$ cat config.mk
export PLATFORM = sky130hd
export DESIGN_NAME = rpn_stack_calc
export DESIGN_NICKNAME = d
export VERILOG_FILES = /design/src/rtl/rpn_stack_calc.sv
export SDC_FILE = /design/constraint.sdc
export NUM_CORES = 1
export LEC_CHECK = 0
export CORE_ASPECT_RATIO = 1.25
export CORE_UTILIZATION = 65
export DETAILED_ROUTE_END_ITERATION = 10
export PLACE_DENSITY = 0.85
export SYNTH_ARGS = -nofsm -noshare
export SYNTH_HDL_FRONTEND = slang
export SYNTH_SLANG_ARGS = --single-unit
$ cat constraint.sdc
create_clock -name clk -period 9.6 [get_ports clk]
set_clock_uncertainty 0.2 [all_clocks]
set_input_delay 1.44 -clock clk [delete_from_list [all_inputs] [get_ports clk]]
set_output_delay 1.44 -clock clk [all_outputs]
set_load 0.03 [all_outputs]
$ cat src/rtl/rpn_stack_calc.sv
// RPN calculator: a LIFO operand stack with a small ALU, driven by rising edges of Enter.
// Opcodes consume the top two entries and push the result; errors leave the stack untouched.
module rpn_stack_calc #(
    parameter int unsigned WIDTH = 16,
    parameter int unsigned DEPTH = 4
) (
    input  logic                         clk,
    input  logic                         reset,
    input  logic                         Enter,
    input  logic                         IsOp,
    input  logic [WIDTH-1:0]             DataIn,
    output logic [WIDTH-1:0]             ToDisplay,
    output logic [4:0]                   Flags,
    output logic [2:0]                   Status,
    output logic [$clog2(DEPTH+1)-1:0]   Depth
);
    localparam int unsigned DW = $clog2(DEPTH + 1);
    localparam int unsigned IW = $clog2(DEPTH);
    localparam logic [DW-1:0] DepthMax = DW'(DEPTH);
    localparam logic [DW-1:0] One = DW'(1);
    localparam logic [DW-1:0] Two = DW'(2);

    typedef enum logic [2:0] {
        StEmpty   = 3'd0,
        StPartial = 3'd1,
        StFull    = 3'd2,
        StResult  = 3'd3,
        StError   = 3'd4
    } state_e;

    logic [WIDTH-1:0] stk_q [DEPTH];
    logic [WIDTH-1:0] stk_d [DEPTH];
    logic [DW-1:0]    depth_q, depth_d;
    logic [3:0]       nzcv_q, nzcv_d;
    logic             err_q, err_d;
    state_e           state_q, state_d;
    logic             enter_q;

    logic             ev;
    logic [IW-1:0]    top_idx, sec_idx, push_idx;
    logic [WIDTH-1:0] a, b, res;
    logic [WIDTH:0]   sum, diff;
    logic             c_flag, v_flag, fail;

    function automatic state_e level_state(input logic [DW-1:0] d);
        if (d == '0) begin
            return StEmpty;
        end else if (d == DepthMax) begin
            return StFull;
        end
        return StPartial;
    endfunction

    assign ev       = Enter & ~enter_q;
    // Entry i holds the (i+1)-th pushed value, so the top lives at depth-1.
    assign top_idx  = IW'(depth_q - One);
    assign sec_idx  = IW'(depth_q - Two);
    assign push_idx = IW'(depth_q);
    assign a        = stk_q[sec_idx];
    assign b        = stk_q[top_idx];
    assign sum      = {1'b0, a} + {1'b0, b};
    assign diff     = {1'b0, a} - {1'b0, b};

    always_comb begin
        stk_d   = stk_q;
        depth_d = depth_q;
        nzcv_d  = nzcv_q;
        err_d   = err_q;
        state_d = state_q;
        res     = '0;
        c_flag  = 1'b0;
        v_flag  = 1'b0;
        fail    = 1'b0;
        if (ev) begin
            if (state_q == StError) begin
                // Acknowledge only: inputs are ignored for this event.
                err_d   = 1'b0;
                state_d = level_state(depth_q);
            end else begin
                if (!IsOp) begin
                    if (depth_q == DepthMax) begin
                        fail = 1'b1;
                    end else begin
                        stk_d[push_idx] = DataIn;
                        depth_d         = depth_q + One;
                        state_d         = level_state(depth_d);
                    end
                end else begin
                    case (DataIn[2:0])
                        3'd5: begin
                            if (depth_q == '0 || depth_q == DepthMax) begin
                                fail = 1'b1;
                            end else begin
                                stk_d[push_idx] = b;
                                depth_d         = depth_q + One;
                                state_d         = level_state(depth_d);
                            end
                        end
                        3'd6: begin
                            if (depth_q == '0) begin
                                fail = 1'b1;
                            end else begin
                                depth_d = depth_q - One;
                                state_d = level_state(depth_d);
                            end
                        end
                        3'd7: begin
                            if (depth_q < Two) begin
                                fail = 1'b1;
                            end else begin
                                stk_d[sec_idx] = b;
                                stk_d[top_idx] = a;
                                state_d        = level_state(depth_q);
                            end
                        end
                        default: begin
                            if (depth_q < Two) begin
                                fail = 1'b1;
                            end else begin
                                case (DataIn[2:0])
                                    3'd0: begin
                                        res    = sum[WIDTH-1:0];
                                        c_flag = sum[WIDTH];
                                        v_flag = (a[WIDTH-1] == b[WIDTH-1]) &&
                                                 (res[WIDTH-1] != a[WIDTH-1]);
                                    end
                                    3'd1: begin
                                        res    = diff[WIDTH-1:0];
                                        c_flag = diff[WIDTH];
                                        v_flag = (a[WIDTH-1] != b[WIDTH-1]) &&
                                                 (res[WIDTH-1] != a[WIDTH-1]);
                                    end
                                    3'd2:    res = a & b;
                                    3'd3:    res = a | b;
                                    default: res = a ^ b;
                                endcase
                                stk_d[sec_idx] = res;
                                depth_d        = depth_q - One;
                                nzcv_d         = {res[WIDTH-1], res == '0, c_flag, v_flag};
                                state_d        = StResult;
                            end
                        end
                    endcase
                end
                // Failing branches touch nothing, so only ERR and state need setting.
                if (fail) begin
                    err_d   = 1'b1;
                    state_d = StError;
                end else begin
                    err_d = 1'b0;
                end
            end
        end
    end

    always_ff @(posedge clk) begin
        if (reset) begin
            stk_q   <= '{default: '0};
            depth_q <= '0;
            nzcv_q  <= '0;
            err_q   <= 1'b0;
            state_q <= StEmpty;
            enter_q <= 1'b1;
        end else begin
            stk_q   <= stk_d;
            depth_q <= depth_d;
            nzcv_q  <= nzcv_d;
            err_q   <= err_d;
            state_q <= state_d;
            enter_q <= Enter;
        end
    end

    assign ToDisplay = (depth_q == '0) ? '0 : b;
    assign Flags     = {err_q, nzcv_q};
    assign Status    = state_q;
    assign Depth     = depth_q;

endmodule

==> flow_summary.toml, run 1 <==
[critical_path]
critical_path_class = "reg2reg"
reg2reg_depth = 15
crit_path_end_kind = "register"
cp-start-kind = "register"
crit_arrival_ps = 6300
cp_max_fo = 36
crit_required_ps = 9670
r2r_slack_ps = 3380

[timing]
worst_slew_pin_slew_ps = 1080
setup_viol = 0
fmax_mhz = 161
fin_crit_ps = 6220
rsz0062_at_grt = "false"
hold_viol_final = 0
max-slew-margin-rel_pct = 28.2
fin_hold_ws_ps = 254
timing.final.crit_share_pct = 64.8
setup_ws_ps = 3380
tns_ps = 0
slew_violations = 0

[routing]
antenna_left = 0
wire_per_inst_um = 22.4
viasPerCell = 7.30
totalWireLength_um = 35500
vias = 11600
drc = 0
drt-initial-drc-count = 1795
drt-pass1-iter-count = 6

[synthesis]
syn_inst = 1433
synth_fp_nets = 1514
ys_types = 86
syn_area_um2 = 10400
ys_warn_count = 0
synth_area_per_cell_um2 = 7.26
synth_flop_cell = "dfxtp_1"
synth-seq-area-share_pct = 14.6
async_flop_share_pct = 0
synth_seq_cells = 76
synth_edf_count = 0

[global_route]
grt_max_degree = 82
track_usage_pct = 43.2
first_global_vias = 10500
grt_overflow = 0
grt_antenna_before_repair = 0
grt_first_pass_wirelength_um = 55300

[clock_network]
postCtsSetupBuffers = 0
cts_made_buffers = 9
clock-root-buffer = "clkbuf_16"
cts_resized = 0
cts.sinks = 76
clk_pin_slew_ps = 60
postCtsHoldBufs = 0
cts_max_level = 3
insertion_delay_ps = 360
cts_tree = "done"
clock_path_buffers = 2

[layout]
drive_above_1_share_pct = 8.73
ff_latch_area_um2 = 1520
diodes = 0
nets = 1451
fillers = 1317
syn_to_final_growth_pct = 4.99
multiInputGateArea_um2 = 7970

[power_and_ir_drop]
ir_drop_mv = 0.0602
p_switching_mw = 0.357
power.share.switching_pct = 36.1
p_per_area_nw_per_um2 = 90.7
power.share.clock_pct = 36.2
p_leak_nw = 3.43
combPwrFrac_pct = 30.6
p_seq_share_pct = 33.3
p_int_mw = 0.633

[min_path]
hold_depth = 2
hold_path.class = "reg2reg"

[job]
maxCapViolations = 0

[run_status]
status = "finished clean"

[floorplan]
rows = 51
start_util_pct = 66.5
die_h_um = 143
die-area_um2 = 16500
fp.coreArea_um2 = 15600
fp.dieW_um = 115
io_pins = 47

[placed_design]
hpwl_um = 23200
pre_cts_slack_ps = 3690
port_buffers = 46
gp_congestion = 1.01
## power groups by stage
stage               logic [mW]  registers, mW  clock network, mW
detailed placement       0.288          0.336                  0
global placement         0.285          0.336                  0
finish                   0.302          0.329              0.358
global route             0.319          0.330              0.370
CTS                      0.290          0.329              0.358
floorplan                0.214          0.336                  0
## cell families after synthesis
logic type               count (synthesis)  share of synthesized area, %
adder cells (fa/ha/maj)                 61                          7.48
flip-flops                              76                          14.6
XOR/XNOR                                 6                         0.505
buffers and inverters                  210                          8.99
multiplexers                           140                          17.4
AND/OR/NAND/NOR                        415                          17.7
AO/OA/AOI/OAI                          525                          33.2
## critical path, cell delays in order (launching register included)
cell and delay [ps]:
dfxtp_2 320, buf_4 520, inv_1 230, ha_1 1070, mux4_2 590, inv_1 130, ha_1 350, a211oi_1 520
o211ai_1 300, a2111oi_1 470, o31a_2 260, a211oi_2 80, a211oi_2 540, and2_1 290, a21oi_1 90, nor3_1 170
## layout by cell type, fill, tap and decap left out, drive strengths merged, types with 10 or more instances in the layout
cell type	synthesis	final
mux4	32	32
o22ai	32	32
o211ai	25	25
and2	10	10
o21ai	137	137
inv	69	69
a22o	11	11
buf	60	25
a311oi	14	14
clkdlybuf4s50	0	42
clkbuf	81	12
nand2	143	143
ha	59	59
nor3	17	17
nor2	167	167
nand3	17	17
nor2b	20	20
a211oi	78	78
mux2i	98	98
a22oi	38	38
mux2	10	10
dfxtp	76	76
a21oi	118	118
nand2b	14	14
## cells in the mapped netlist, drive strengths merged (5+ instances only)
master / count / area (um2)
o21a: 7 / 52.6
mux4: 32 / 721
mux2: 10 / 113
mux2i: 98 / 981
nand2b: 14 / 95.1
a311oi: 14 / 123
a21o: 7 / 52.6
a22o: 11 / 96.3
clkbuf: 81 / 354
nor4: 5 / 31.3
a21oi: 118 / 606
ha: 59 / 738
buf: 60 / 317
and2: 10 / 62.6
nor2b: 20 / 125
a211oi: 78 / 613
o31a: 6 / 53.8
a31oi: 8 / 50.1
o211ai: 25 / 188
o22ai: 32 / 206
o21ai: 137 / 689
a22oi: 38 / 285
nor3: 17 / 105
nand2: 143 / 537
nand3: 17 / 85.1
nor2: 167 / 627
inv: 69 / 264
xnor2: 6 / 52.6
dfxtp: 76 / 1520
## layout make-up
class / instances / area share, %
Timing Repair Buffer: 67 / 5.50
Sequential cell: 76 / 13.9
Clock inverter: 4 / 0.447
Clock buffer: 12 / 2.26
Multi-Input combinational cell: 1147 / 73.0
Tap cell: 212 / 2.43
Inverter: 69 / 2.42
## worst paths after layout
check            from   endpoint
max          Depth[0]  stk_q[47]
min             err_q      err_q
max reg2reg  Depth[0]  stk_q[47]
min reg2reg     err_q      err_q
## per-layer routing
metal	global-route usage [%]	up-vias	routed length (um)
li1	-	5143	-
met1	54.2	5361	13100
met2	66.8	871	15900
met3	9.78	207	4370
met4	27.1	0	2150
met5	0	-	0
## registers in the layout, summed over array words and instances (netlist names)
name     flops
stk_q       64
nzcv_q       4
Depth        3
Status       3
enter_q      1
err_q        1
## through the flow
stage,instances,instance area [um2],power (mW),util (%)
floorplan,1433,10400,0.550,-
global placement,1571,10600,0.620,67.9
detailed placement,1571,10600,0.624,67.9
CTS,1587,10900,0.976,69.8
global route,1587,10900,1.02,69.8
finish,1587,10900,0.990,69.8
Note: power is estimated with default switching activity, not from simulation.
==> run 2: changes to the inputs <==
--- a/config.mk
+++ b/config.mk
@@ -6,9 +6,9 @@
 export NUM_CORES = 1
 export LEC_CHECK = 0
 export CORE_ASPECT_RATIO = 1.25
-export CORE_UTILIZATION = 65
+export CORE_UTILIZATION = 63
 export DETAILED_ROUTE_END_ITERATION = 10
-export PLACE_DENSITY = 0.85
+export PLACE_DENSITY = 0.83
 export SYNTH_ARGS = -nofsm -noshare
 export SYNTH_HDL_FRONTEND = slang
 export SYNTH_SLANG_ARGS = --single-unit
==> constraint.sdc (replaced) <==
create_clock -name clk -period 6 [get_ports clk]
set_clock_uncertainty 0.2 [all_clocks]
set_input_delay 0.9 -clock clk [delete_from_list [all_inputs] [get_ports clk]]
set_output_delay 0.9 -clock clk [all_outputs]
set_load 0.03 [all_outputs]
==> run 2 against run 1 <==
Critical path depth is 1 lower. Clock power up 65%. Sequential power rose by 60%. Count of clock-buffer cells in the layout did not move. Cell count is 0.82% higher. Final area is 0.72% higher.
==> flow_summary.toml, run 2 (synthesis results as in run 1) <==
[run_status]
status = "finished clean"

[critical_path]
crit_arrival_ps = 5120
critical_path_class = "reg2reg"
r2r-start = "Depth[1]"
r2r_slack_ps = 950
reg2reg_depth = 14
r2r-end = "stk_q[31]"
crit_required_ps = 6070
cp_max_fo = 11
crit_path_end_kind = "register"
cp-start-kind = "register"

[clock_network]
cts_resized = 0
postCtsSetupBuffers = 0
cts_tree = "done"
insertion_delay_ps = 360
clk_pin_slew_ps = 60
clock-root-buffer = "clkbuf_16"
clock_path_buffers = 2
cts_made_buffers = 9
postCtsHoldBufs = 0
cts_max_level = 3
cts.sinks = 76

[layout]
multiInputGateArea_um2 = 7970
fin_util_pct = 68.1
nets = 1460
finalInstanceArea_um2 = 11000
final_common_cell = "nor2_1"
syn_to_final_growth_pct = 5.75
drive_above_1_share_pct = 9.32
layout.cells.non_filler = 1600
mostFrequentLayoutCells = "nor2_1, nand2_1, o21ai_0"
fillers = 1436
largest-register = "stk_q"
largest_reg_flops = 64
top_regs = "stk_q (64), nzcv_q (4)"
diodes = 0
ff_latch_area_um2 = 1520

[placed_design]
gp_congestion = 1.00
place_inst = 1584
pre_cts_slack_ps = 1200
dpl_cell_area_um2 = 10700
hpwl_um = 23900
port_buffers = 46

[power_and_ir_drop]
p_leak_nw = 3.48
power.share.clock_pct = 36.9
p_seq_share_pct = 32.9
p_per_area_nw_per_um2 = 146
ir_drop_mv = 0.122
p_int_mw = 1.02
p_switching_mw = 0.579
combPwrFrac_pct = 30.3
power_mw = 1.60
power.share.switching_pct = 36.1

[routing]
vias = 11500
drt-initial-drc-count = 1794
viasPerCell = 7.17
totalWireLength_um = 35800
wire_per_inst_um = 22.4
antenna_left = 0
drc = 0
drt-pass1-iter-count = 7

[global_route]
grt_overflow = 0
grt_max_degree = 78
track_usage_pct = 42.5
first_global_vias = 10700
grt_antenna_before_repair = 0
grt_first_pass_wirelength_um = 56000

[floorplan]
die_h_um = 146
die-area_um2 = 17000
fp.coreArea_um2 = 16100
start_util_pct = 64.4
io_pins = 47
rows = 52
fp.dieW_um = 117

[timing]
hold_viol_final = 0
setup_ws_ps = 953
rsz0062_at_grt = "false"
fin_crit_ps = 5050
tns_ps = 0
fmax_mhz = 198
timing.final.crit_share_pct = 84.1
slew_violations = 0
worst_slew_pin_slew_ps = 1040
setup_viol = 0
max-slew-margin-rel_pct = 30.8
fin_hold_ws_ps = 259

[job]
maxCapViolations = 0

[min_path]
hold_path.class = "reg2reg"
worstHoldStart = "err_q"
hold_depth = 2
hold_path_end = "err_q"
==> run 2: changes by cell type in the layout (fill, tap and decap cells not counted), sizes merged <==
cell,previous run,this run
buf,25,34
clkinvlp,0,1
clkinv,3,2
==> run 2: worst max-delay path by stage <==
stage             start         to  slack [ps]  depth (start not counted)
3_3_place_gp   Depth[0]  nzcv_q[2]        1260                         13
2_1_floorplan  Depth[1]  stk_q[46]         700                         19
4_1_cts        Depth[1]  stk_q[15]        1160                         14
3_5_place_dp   Depth[0]   stk_q[9]        1200                         13
6_report       Depth[1]  stk_q[31]         950                         14
5_1_grt        Depth[0]  stk_q[31]         810                         13
==> run 2: power groups by stage <==
stage	Combinational [mW]	Clock, mW	Sequential (mW)
2_1_floorplan	0.342	0	0.538
3_3_place_gp	0.458	0	0.537
3_5_place_dp	0.464	0	0.538
4_1_cts	0.466	0.589	0.526
5_1_grt	0.514	0.612	0.528
6_report	0.486	0.591	0.527
==> run 2: layer usage <==
metal	up-vias	GRT usage, %	routed length [um]
li1	5139	-	-
met1	5269	52.4	13200
met2	832	64.5	15900
met3	230	11.4	4350
met4	0	27.6	2350
met5	-	0	0
==> run 2: cell type report <==
type | count | share of cell area, %
multi-input combinational | 1147 | 72.5
tap | 216 | 2.46
clock buffer | 12 | 2.33
sequential | 76 | 13.8
inverter | 69 | 2.40
timing repair buffer | 76 | 6.08
clock inverter | 4 | 0.432
==> run 2: critical path, cell delays in order (launching register included) <==
cell and delay, ps:
dfxtp_1 340, inv_1 90, ha_1 560, buf_4 310, mux4_2 400, inv_1 180
ha_1 380, or4_4 600, a211oi_4 410, o211ai_1 210, mux2i_1 180, a211oi_2 490
and2_1 290, a21oi_1 120, nor3_1 190
==> run 3: changes to the inputs <==
--- a/config.mk
+++ b/config.mk
@@ -6,9 +6,9 @@
 export NUM_CORES = 1
 export LEC_CHECK = 0
 export CORE_ASPECT_RATIO = 1.25
-export CORE_UTILIZATION = 63
+export CORE_UTILIZATION = 57
 export DETAILED_ROUTE_END_ITERATION = 10
-export PLACE_DENSITY = 0.83
+export PLACE_DENSITY = 0.79
 export SYNTH_ARGS = -nofsm -noshare
 export SYNTH_HDL_FRONTEND = slang
 export SYNTH_SLANG_ARGS = --single-unit
==> constraint.sdc (replaced) <==
create_clock -name clk -period 4.29 [get_ports clk]
set_clock_uncertainty 0.2 [all_clocks]
set_input_delay 0.6435 -clock clk [delete_from_list [all_inputs] [get_ports clk]]
set_output_delay 0.6435 -clock clk [all_outputs]
set_load 0.03 [all_outputs]
==> run 3 against run 2 <==
Maximum frequency up 18%. Critical endpoint is now stk_q[13]. Count of clock-buffer cells in the layout up 1. Non-clock buffer count up 59. Critical path depth up 2. Highest routed layer unchanged. Setup slack worse by 930 ps. Hold slack better by 4.4 ps. Final area up 6.2%.
==> flow_summary.toml, run 3 (synthesis results as in run 1) <==
[routing]
wire_per_inst_um = 22.9
viasPerCell = 7.04
vias = 11700
drt-initial-drc-count = 1740
drt-pass1-iter-count = 9
totalWireLength_um = 38200
drc = 0
antenna_left = 0

[clock_network]
insertion_delay_ps = 360
clock-root-buffer = "clkbuf_16"
clock_path_buffers = 2
clk_pin_slew_ps = 70
cts_tree = "done"
cts_made_buffers = 9
cts_max_level = 3
cts.sinks = 76

[floorplan]
start_util_pct = 59.0
die-area_um2 = 18800
rows = 54
io_pins = 47
die_h_um = 153
fp.dieW_um = 123
fp.coreArea_um2 = 17600

[global_route]
busiest_layer = "met2"
grt_antenna_before_repair = 0
track_usage_pct = 40.0
met3_usage_pct = 7.69
grt_first_pass_wirelength_um = 57800
met2_usage_pct = 62.0
grt_max_degree = 77
grt_overflow = 0
grt_use_met1_pct = 51.2
first_global_vias = 10700

[timing]
worst_slew_pin_slew_ps = 952
setup_ws_ps = 23.2
fmax_mhz = 234
timing.final.crit_share_pct = 99.5
setup_viol = 0
slew_violations = 0
max-slew-margin-rel_pct = 36.6
fin_crit_ps = 4270
hold_viol_final = 0

[job]
maxCapViolations = 0

[placed_design]
port_buffers = 46
hpwl_um = 25800
gp_congestion = 1.02
pre_cts_slack_ps = -68.5

[layout]
top_regs = "stk_q (64), nzcv_q (4)"
mostFrequentLayoutCells = "nor2_1, nand2_1, o21ai_0"
largest_reg_flops = 64
final_common_cell = "nor2_1"
syn_to_final_growth_pct = 12.3
drive_above_1_share_pct = 14.6
largest-register = "stk_q"
nets = 1519

[critical_path]
crit_arrival_ps = 4320
crit_path_end_kind = "register"
cpMostUsedCell = "inv_1"
crit_chain = "inv_1 -> ha_4 -> buf_12 -> mux4_2 -> inv_1 -> ha_1 -> o21ai_0 -> o211ai_1 -> nand2_1 -> o21ai_1 -> buf_4 -> a21o_1 -> a2111oi_0 -> or3_4 -> a21oi_1 -> o21a_1"
critical_path_class = "reg2reg"
crit_start = "Depth[0]"
crit_family = "compound AO/OA/AOI/OAI gates"
crit_buf_inv = 4
crit_required_ps = 4340
cp-start-kind = "register"
r2r-start = "Depth[0]"
slowest_delay_ps = 400
slowest_stage = "dfxtp_4"
cp_max_fo = 14

[power_and_ir_drop]
power_mw = 2.30
p_per_area_nw_per_um2 = 197
p_int_mw = 1.46
power.share.switching_pct = 36.5
p_switching_mw = 0.838
ir_drop_mv = 0.168
combPwrFrac_pct = 32.8
p_leak_nw = 3.82
power.share.clock_pct = 35.1
p_seq_share_pct = 32.1

[min_path]
hold_path.class = "reg2reg"
worstHoldStart = "nzcv_q[3]"

[run_status]
status = "finished clean"
-- run 3: power by group through the flow --
stage / Sequential [mW] / Clock (mW) / Combinational, mW
6_report: 0.739 / 0.806 / 0.754
4_1_cts: 0.736 / 0.802 / 0.690
3_5_place_dp: 0.752 / 0 / 0.684
2_1_floorplan: 0.752 / 0 / 0.484
5_1_grt: 0.740 / 0.836 / 0.792
3_3_place_gp: 0.752 / 0 / 0.680
-- run 3: what timing repair did --
item	CTS	global route
setup buffers	0	13
gates resized for setup	2	20
setup endpoints to repair	12	40
pin swaps	0	9
hold buffers	0	0
gates cloned	0	1
-- run 3: worst reg2reg max path: stages (launching register included) --
cell	delay, ps
dfxtp_4	400
inv_1	100
ha_4	310
buf_12	170
mux4_2	350
inv_1	110
ha_1	260
o21ai_0	370
o211ai_1	310
nand2_1	190
o21ai_1	90
buf_4	180
a21o_1	180
a2111oi_0	400
or3_4	250
a21oi_1	90
o21a_1	210
-- run 3: metal layers --
layer	vias up	routed length, um	part of all wire, %
met3	167	4180	11
met4	0	1960	5.1
li1	5275	-	-
met5	-	0	0
met2	835	17400	46
met1	5459	14600	38
-- run 3: per-stage QoR --
stage / TNS (ps) / std cells / area, um2 / hold slack (ps) / utilization (%)
after global placement: -3.71 / 1637 / 11100 / 245 / 63.1
after detailed placement: -223 / 1637 / 11100 / 252 / 63.1
after global routing: -28.6 / 1667 / 11700 / 285 / 66.2
after floorplan: 0 / 1433 / 10500 / 237 / -
final: 0 / 1668 / 11700 / 263 / 66.2
after CTS: 0 / 1653 / 11400 / 261 / 64.9
-- run 3: worst paths after layout --
path          endpoint  slack, ps  depth (start not counted)
min          nzcv_q[3]        260                          2
max reg2reg  stk_q[13]         20                         16
min reg2reg  nzcv_q[3]        260                          2
max          stk_q[13]         20                         16
-- run 3: cell type report --
| cell class | count | area (um2) |
|---|---|---|
| inverters | 69 | 264 |
| clock buffers | 13 | 282 |
| diodes | 1 | 2.50 |
| clock inverters | 3 | 17.5 |
| repair buffers | 135 | 1220 |
| fillers | 1525 | 5960 |
| multi-input cells | 1147 | 8080 |
| flip-flops and latches | 76 | 1530 |
| well taps | 224 | 280 |
